### config.mk
export PLATFORM = sky130hd
export DESIGN_NAME = u21_ref
export DESIGN_NICKNAME = d
export VERILOG_FILES = /design/src/rtl/u21_ref.sv
export SDC_FILE = /design/constraint.sdc
export NUM_CORES = 1
export LEC_CHECK = 0
export ABC_AREA = 0
export CAP_MARGIN = 30
export CORE_AREA = 8 8 45 47
export DETAILED_ROUTE_END_ITERATION = 8
export DIE_AREA = 0 0 53 55
export PLACE_DENSITY = 0.63
export SLEW_MARGIN = 25
export SYNTH_ARGS = -nofsm -noshare
export SYNTH_HDL_FRONTEND = slang
export SYNTH_SLANG_ARGS = --single-unit
### constraint.sdc
create_clock -name clk -period 3.8 [get_ports clk]
set_input_delay 1.14 -clock clk [delete_from_list [all_inputs] [get_ports clk]]
set_output_delay 1.14 -clock clk [all_outputs]
set_load 0.1 [all_outputs]
### src/rtl/u21_ref.sv
// u21_ref: configuration lookup for the u21 universal two-input gate cell.
//
// Given a 2-input Boolean function (4-bit truth table, func[k] = f(a,b) for
// minterm k) and a configuration pin index, return the source tied to that
// pin. The possible sources are const 0, const 1, input a and input b. The
// result is registered, so it appears one clock after the inputs are sampled.
//
// Optional build macro: U21_REF_ALLPINS_EN
//   When it is defined, the block also has a registered output wiring_all[11:0].
//   This output holds the complete pin map for func, with pin p in bits [3*p+:3].
//   It does not depend on pin.
//
// Reset is synchronous and active-low. It clears every output register to 0.
module u21_ref (
    input  logic        clk,
    input  logic        rst_n,
    input  logic [3:0]  func,
    input  logic [1:0]  pin,
    output logic [2:0]  wiring
`ifdef U21_REF_ALLPINS_EN
    ,
    output logic [11:0] wiring_all
`endif
);

    // Source codes driven onto the 3-bit wiring field. Bit 2 is always zero.
    localparam logic [2:0] SRC_O = 3'd0;  // constant 0
    localparam logic [2:0] SRC_I = 3'd1;  // constant 1
    localparam logic [2:0] SRC_A = 3'd2;  // input a
    localparam logic [2:0] SRC_B = 3'd3;  // input b

    // Full pin map for one function. Element [p] is the source for pin p.
    typedef logic [3:0][2:0] pin_map_t;

    // Pin ties for each of the 16 two-input functions.
    // In each concatenation, pin 3 comes first and pin 0 comes last.
    function automatic pin_map_t lookup_map(input logic [3:0] f);
        pin_map_t m;
        m = {SRC_O, SRC_O, SRC_O, SRC_O};
        case (f)
            4'h0: m = {SRC_O, SRC_O, SRC_O, SRC_O};
            4'h1: m = {SRC_A, SRC_B, SRC_A, SRC_O};
            4'h2: m = {SRC_B, SRC_A, SRC_O, SRC_O};
            4'h3: m = {SRC_B, SRC_O, SRC_O, SRC_O};
            4'h4: m = {SRC_A, SRC_B, SRC_O, SRC_O};
            4'h5: m = {SRC_A, SRC_O, SRC_O, SRC_O};
            4'h6: m = {SRC_B, SRC_O, SRC_A, SRC_O};
            4'h7: m = {SRC_B, SRC_A, SRC_A, SRC_O};
            4'h8: m = {SRC_B, SRC_A, SRC_A, SRC_I};
            4'h9: m = {SRC_I, SRC_B, SRC_A, SRC_O};
            4'hA: m = {SRC_I, SRC_A, SRC_O, SRC_O};
            4'hB: m = {SRC_A, SRC_B, SRC_I, SRC_O};
            4'hC: m = {SRC_I, SRC_B, SRC_O, SRC_O};
            4'hD: m = {SRC_B, SRC_A, SRC_I, SRC_O};
            4'hE: m = {SRC_A, SRC_B, SRC_A, SRC_I};
            4'hF: m = {SRC_I, SRC_O, SRC_O, SRC_O};
            default: m = {SRC_O, SRC_O, SRC_O, SRC_O};
        endcase
        return m;
    endfunction

    pin_map_t   map_now;
    logic [2:0] code;

    // Combinational lookup of the full map and of the queried pin's source.
    always_comb begin
        // NOTE: give every always_comb output a default first. Then no path leaves it unassigned, and no latch is inferred.
        map_now = '0;
        code    = SRC_O;
        map_now = lookup_map(func);
        code    = map_now[pin];
    end

    // Register the selected source. Reset has priority over the lookup.
    always_ff @(posedge clk) begin
        // NOTE: use non-blocking assignments for state, so every flop samples its pre-edge inputs.
        if (!rst_n) begin
            wiring <= 3'd0;
        end else begin
            wiring <= code;
        end
    end

`ifdef U21_REF_ALLPINS_EN
    // Register the full pin map on the same edge as wiring.
    always_ff @(posedge clk) begin
        if (!rst_n) begin
            wiring_all <= 12'd0;
        end else begin
            wiring_all <= map_now;
        end
    end
`endif

endmodule

==> results of run 1 <==
## power breakdown
group          total (W)  switching [W]  internal (W)
logic          0.0000554      0.0000345     0.0000209
registers      0.0000232    0.000000353     0.0000229
clock network  0.0000462      0.0000114     0.0000348
total           0.000125      0.0000463     0.0000786
## through the flow
stage	utilization [%]	area [um2]	power, W	setup slack, ps	cells
after floorplan	-	363	0.0000653	1620	43
after global placement	32.0	443	0.0000789	937	65
after detailed placement	32.0	443	0.0000789	904	65
after CTS	33.6	465	0.000128	1000	68
after global routing	33.6	465	0.000134	985	68
final	33.6	465	0.000125	1020	68
## cells in the final DEF (no fill, tap or decap)
cell type,instances
a41o_1,1
o31ai_1,1
conb_1,1
and2b_2,1
ha_1,7
xor2_1,1
a221o_2,1
nand4_1,1
nor2_1,1
clkdlybuf4s50_1,9
a21oi_1,4
nor3b_1,1
mux4_2,1
inv_1,6
o21ai_0,3
mux2i_1,1
o22ai_1,2
clkbuf_4,3
a221oi_2,1
dfxtp_1,2
nand2_1,3
xnor2_1,1
## logic make-up after synthesis
family	synth area share [%]
buf+inv	14.5
mux	8.97
simple gates	10.3
xor+xnor	4.83
other cells	1.03
compound gates	25.2
fa+ha+maj	24.1
flops	11.0
## final cells by class
| cell class | count | area (um2) |
|---|---|---|
| fill | 148 | 918 |
| multi-input combinational | 32 | 270 |
| timing repair buffer | 9 | 90.1 |
| sequential | 2 | 40.0 |
| clock buffer | 3 | 22.5 |
| inverter | 6 | 22.5 |
| tap | 16 | 20.0 |
## per-layer routing
layer  wire length, um  part of all wire [%]
met5                 0                     0
met1               356                    50
met2               294                    41
met3                60                   8.5
met4                 0                     0
## path summary, 6_finish.rpt
path | startpoint | endpoint | slack, ps | depth (start not counted)
worst max-delay path | wiring[1]$_SDFF_PN0_ | wiring[1] | 1020 | 1
worst min-delay path | pin[1] | wiring[0]$_SDFF_PN0_ | 1550 | 3
==> flow_metrics.py, run 1 <==
metrics = {
    "hold_path": {
        "hold_class": "primary input to flop",
    },
    "yosys": {
        "synth_warnings": 0,
        "synth_area_per_cell_um2": 8.44,
        "synth_edf_count": 0,
        "ys_types": 22,
        "yosysTopAreaCell": "ha_1",
        "ys_top_cells_by_count": "ha_1, inv_1, a21oi_1, nand2_1, o21ai_0",
        "syn_inst": 43,
        "ys_ff_latch": 2,
        "syn_nets": 58,
        "syn_area_um2": 363,
        "synthFlopType": "dfxtp_1",
        "synthArstFlopShare_pct": 0,
        "ys_top_cells_by_area": "ha_1, dfxtp_1, buf_6, inv_1, mux4_2",
        "synth.top_cell.area_share_pct": 24.1,
        "synth.most_common_cell": "ha_1",
        "ys_seq_area_share_pct": 11.0,
    },
    "global_routing": {
        "overflow": 0,
        "grt_pass1_vias": 269,
        "grt_pass1_wl_um": 1150,
        "grt.total_usage_pct": 5.30,
        "antenna_found_initial": 0,
        "use_met3_pct": 3.74,
        "top_usage_layer": "met1",
        "grtUsageMet1_pct": 6.69,
        "grt_max_degree": 12,
        "grt.met2_usage_pct": 6.45,
    },
    "die": {
        "initial_core_util_pct": 26.2,
        "die_w_um": 53,
        "die_h_um": 55,
        "core_area_um2": 1380,
        "fp.dieArea_um2": 2920,
        "io_pins": 11,
        "rows": 14,
    },
    "detailed_routing": {
        "drt_iter0_drc": 3,
        "drt_wl_total_um": 710,
        "avgRoutedWirePerCell_um": 10.4,
        "post_drt_via_cell_ratio": 4.56,
        "vias": 310,
        "drc": 0,
        "first_pass_iters": 4,
        "antenna_left": 0,
    },
    "layout": {
        "largest_register": "wiring",
        "syn2layout_area_growth_pct": 28.3,
        "drive_gt1_share_pct": 13.5,
        "layout.nets": 69,
        "top_regs": "wiring: 2 flops",
        "largest_register_ff_count": 2,
        "diodes": 0,
    },
    "timing": {
        "finalHoldViolations": 0,
        "fin_crit_ps": 2780,
        "setup_tns_ps": 0,
        "drv_slew": 0,
        "rsz0062_at_grt": "false",
        "slew_headroom_pct": 35.3,
        "tightest_slew_ps": 967,
        "finalSetupViolations": 0,
        "min_period_over_period_pct": 73.2,
        "hold_slack_ps": 1550,
        "fmax_mhz": 360,
    },
    "place": {
        "dp_hpwl_um": 573,
        "routabilityCongestion": 0.772,
        "numPortBuffers": 9,
    },
    "pwr": {
        "p_leak_nw": 0.219,
        "peakVddDrop_uv": 79.0,
        "powerDensity_nw_per_um2": 268,
    },
    "status": {
        "status": "completed",
    },
    "clock_tree": {
        "numClockSinks": 2,
        "clockRootBuffer": "clkbuf_4",
        "cts_setup_buffers": 0,
        "cts_buffer_depth": 2,
        "tritoncts": "built",
        "ctsHoldBuffers": 0,
        "cts_made_buffers": 3,
        "clkSlewWorstSetupHoldPaths_ps": 30,
        "htreeDepth": 1,
        "cts_resized": 0,
    },
    "worst_setup_path": {
        "path_cells": "clkdlybuf4s50_1",
        "slowest_stage": "clkdlybuf4s50_1",
        "critPathKind": "flop to output pin",
        "end_kind": "output pin",
        "critPathMaxStageDelay_ps": 1120,
        "startpoint_type": "flop",
        "required_ps": 2660,
        "cp_num_buf_inv": 1,
        "critPathMaxFanout": 1,
        "critical_path.top_delay_family": "buffers and inverters",
        "cp.arrival_ps": 1640,
    },
    "flow_run": {
        "drv_cap": 0,
    },
}
(Power assumes the default switching activity.)
==> inputs of run 2 (changes only) <==
- PLACE_DENSITY: 0.63 -> 0.65
- clock period: 3.8 -> 2.45 ns (I/O delays scaled with it)
==> run 2 against run 1 <==
Setup slack got worse by 740 ps. Power rose by 57%. Count of clock-buffer cells in the layout did not move. Combinational power rose by 58%. Die area did not move. Design area rose by 2.2%. Sequential power rose by 56%. First-iteration DRC count rose to 5.0 times the previous value. Clock power rose by 56%. Core utilization rose by 0.72 points. Sequential share of layout area fell by 0.18 points. Global-route usage rose by 0.81 points. Critical endpoint is now wiring[0]$_SDFF_PN0_. Largest power group unchanged.
==> flow_metrics.py, run 2 (synthesis gave the netlist of run 1 again) <==
metrics = {
    "layout": {
        "final_cell_mix": "ha_1, clkdlybuf4s50_1, inv_1",
        "top_regs": "wiring: 2 flops",
        "multi_input_comb_area_um2": 270,
        "diodes": 0,
        "syn2layout_area_growth_pct": 31.0,
        "largest_register_ff_count": 2,
        "final_area_um2": 475,
        "drive_gt1_share_pct": 20.4,
        "num-fill-cells": 147,
        "layout.nets": 71,
        "seq_area_um2": 40.0,
        "fin_cells": 70,
        "largest_register": "wiring",
    },
    "clock_tree": {
        "cts_resized": 0,
        "ctsHoldBuffers": 0,
        "htreeDepth": 1,
        "cts_setup_buffers": 0,
        "numClockSinks": 2,
        "clockRootBuffer": "clkbuf_4",
        "clkSlewWorstSetupHoldPaths_ps": 30,
        "tritoncts": "built",
        "cts_buffer_depth": 2,
        "cts_made_buffers": 3,
    },
    "pwr": {
        "peakVddDrop_uv": 131,
        "p_leak_nw": 0.232,
        "powerDensity_nw_per_um2": 412,
    },
    "die": {
        "core_area_um2": 1380,
        "rows": 14,
        "initial_core_util_pct": 26.2,
        "die_h_um": 55,
        "io_pins": 11,
        "die_w_um": 53,
        "fp.dieArea_um2": 2920,
    },
    "place": {
        "placed_cells": 67,
        "routabilityCongestion": 0.754,
        "placed_area_um2": 453,
        "post-place-ws_ps": 40.0,
        "numPortBuffers": 9,
        "dp_hpwl_um": 614,
    },
    "worst_setup_path": {
        "startpoint_type": "primary input",
        "critical_path.top_delay_family": "buffers and inverters",
        "crit_path_end": "wiring[0]$_SDFF_PN0_",
        "cp_num_buf_inv": 2,
        "required_ps": 2560,
        "critPathMaxFanout": 5,
        "path_depth": 6,
        "critPathMaxStageDelay_ps": 530,
        "path_cells": "clkdlybuf4s50_1 -> inv_1 -> ha_1 -> mux4_2 -> nand4_1 -> o31ai_1",
        "slowest_stage": "clkdlybuf4s50_1",
        "cp.arrival_ps": 2280,
        "critPathKind": "primary input to flop",
        "end_kind": "flop",
        "crit_start": "func[0]",
    },
    "detailed_routing": {
        "drc": 0,
        "drt_iter0_drc": 15,
        "drt_wl_total_um": 745,
        "first_pass_iters": 4,
        "avgRoutedWirePerCell_um": 10.6,
        "post_drt_via_cell_ratio": 4.71,
        "antenna_left": 0,
        "vias": 330,
    },
    "timing": {
        "finalSetupViolations": 0,
        "fin_ws_ps": 278,
        "setup_tns_ps": 0,
        "drv_slew": 0,
        "rsz0062_at_grt": "false",
        "fmax_mhz": 460,
        "finalHoldViolations": 0,
        "min_period_over_period_pct": 88.7,
        "fin_crit_ps": 2170,
    },
    "global_routing": {
        "grt_pass1_wl_um": 1340,
        "overflow": 0,
        "grt.total_usage_pct": 6.11,
        "grt_pass1_vias": 342,
        "grt_max_degree": 11,
        "antenna_found_initial": 0,
    },
    "flow_run": {
        "drv_cap": 0,
    },
    "status": {
        "status": "completed",
    },
    "hold_path": {
        "hp-start": "pin[1]",
        "hold_class": "primary input to flop",
    },
}
## run 2: changes by cell type in the layout (fill, tap and decap cells not counted)
cell / previous run / this run
buf_4: 0 / 4
clkdlybuf4s50_1: 9 / 7
## run 2: cell type report
cell class / count / area share [%]
flip-flops and latches: 2 / 8.42
clock buffers: 3 / 4.74
well taps: 16 / 4.21
repair buffers: 11 / 21.1
inverters: 6 / 4.74
multi-input cells: 32 / 56.8
## run 2: how the worst min path moves through the flow
stage,slack (ps),cells past startpoint,endpoint
after floorplan,890,1,wiring[1]$_SDFF_PN0_
after global placement,1230,1,wiring[0]
after detailed placement,1230,1,wiring[1]
after CTS,1140,3,wiring[0]$_SDFF_PN0_
after global routing,1180,3,wiring[0]$_SDFF_PN0_
final,1150,3,wiring[0]$_SDFF_PN0_
## run 2: where the power goes
part           switching [W]  internal (W)
sequential       0.000000566     0.0000355
clock              0.0000182     0.0000540
combinational      0.0000542     0.0000335
total              0.0000730      0.000123
## run 2: worst min-delay path, stage by stage
cell             delay, ps
clkdlybuf4s50_1        420
nand2_1                 90
o31ai_1                 80
## run 2: per-stage QoR
step | utilization (%) | hold slack [ps] | power (W)
after CTS | 34.4 | 1140 | 0.000202
final | 34.4 | 1150 | 0.000196
after detailed placement | 32.7 | 1230 | 0.000124
after global routing | 34.4 | 1180 | 0.000212
after floorplan | - | 887 | 0.000101
after global placement | 32.7 | 1230 | 0.000124
## run 2: per-layer routing
metal | GRT usage [%] | up-vias | wire length (um)
li1 | - | 172 | -
met1 | 6.82 | 145 | 364
met2 | 9.18 | 13 | 310
met3 | 2.94 | 0 | 70
met4 | 3.88 | 0 | 0
met5 | 0 | - | 0
==> inputs of run 3 (changes only) <==
- HOLD_SLACK_MARGIN: unset -> 0.08
==> results of run 3 <==
Same layout as run 2: the final DEF is identical, and so are final timing and power.
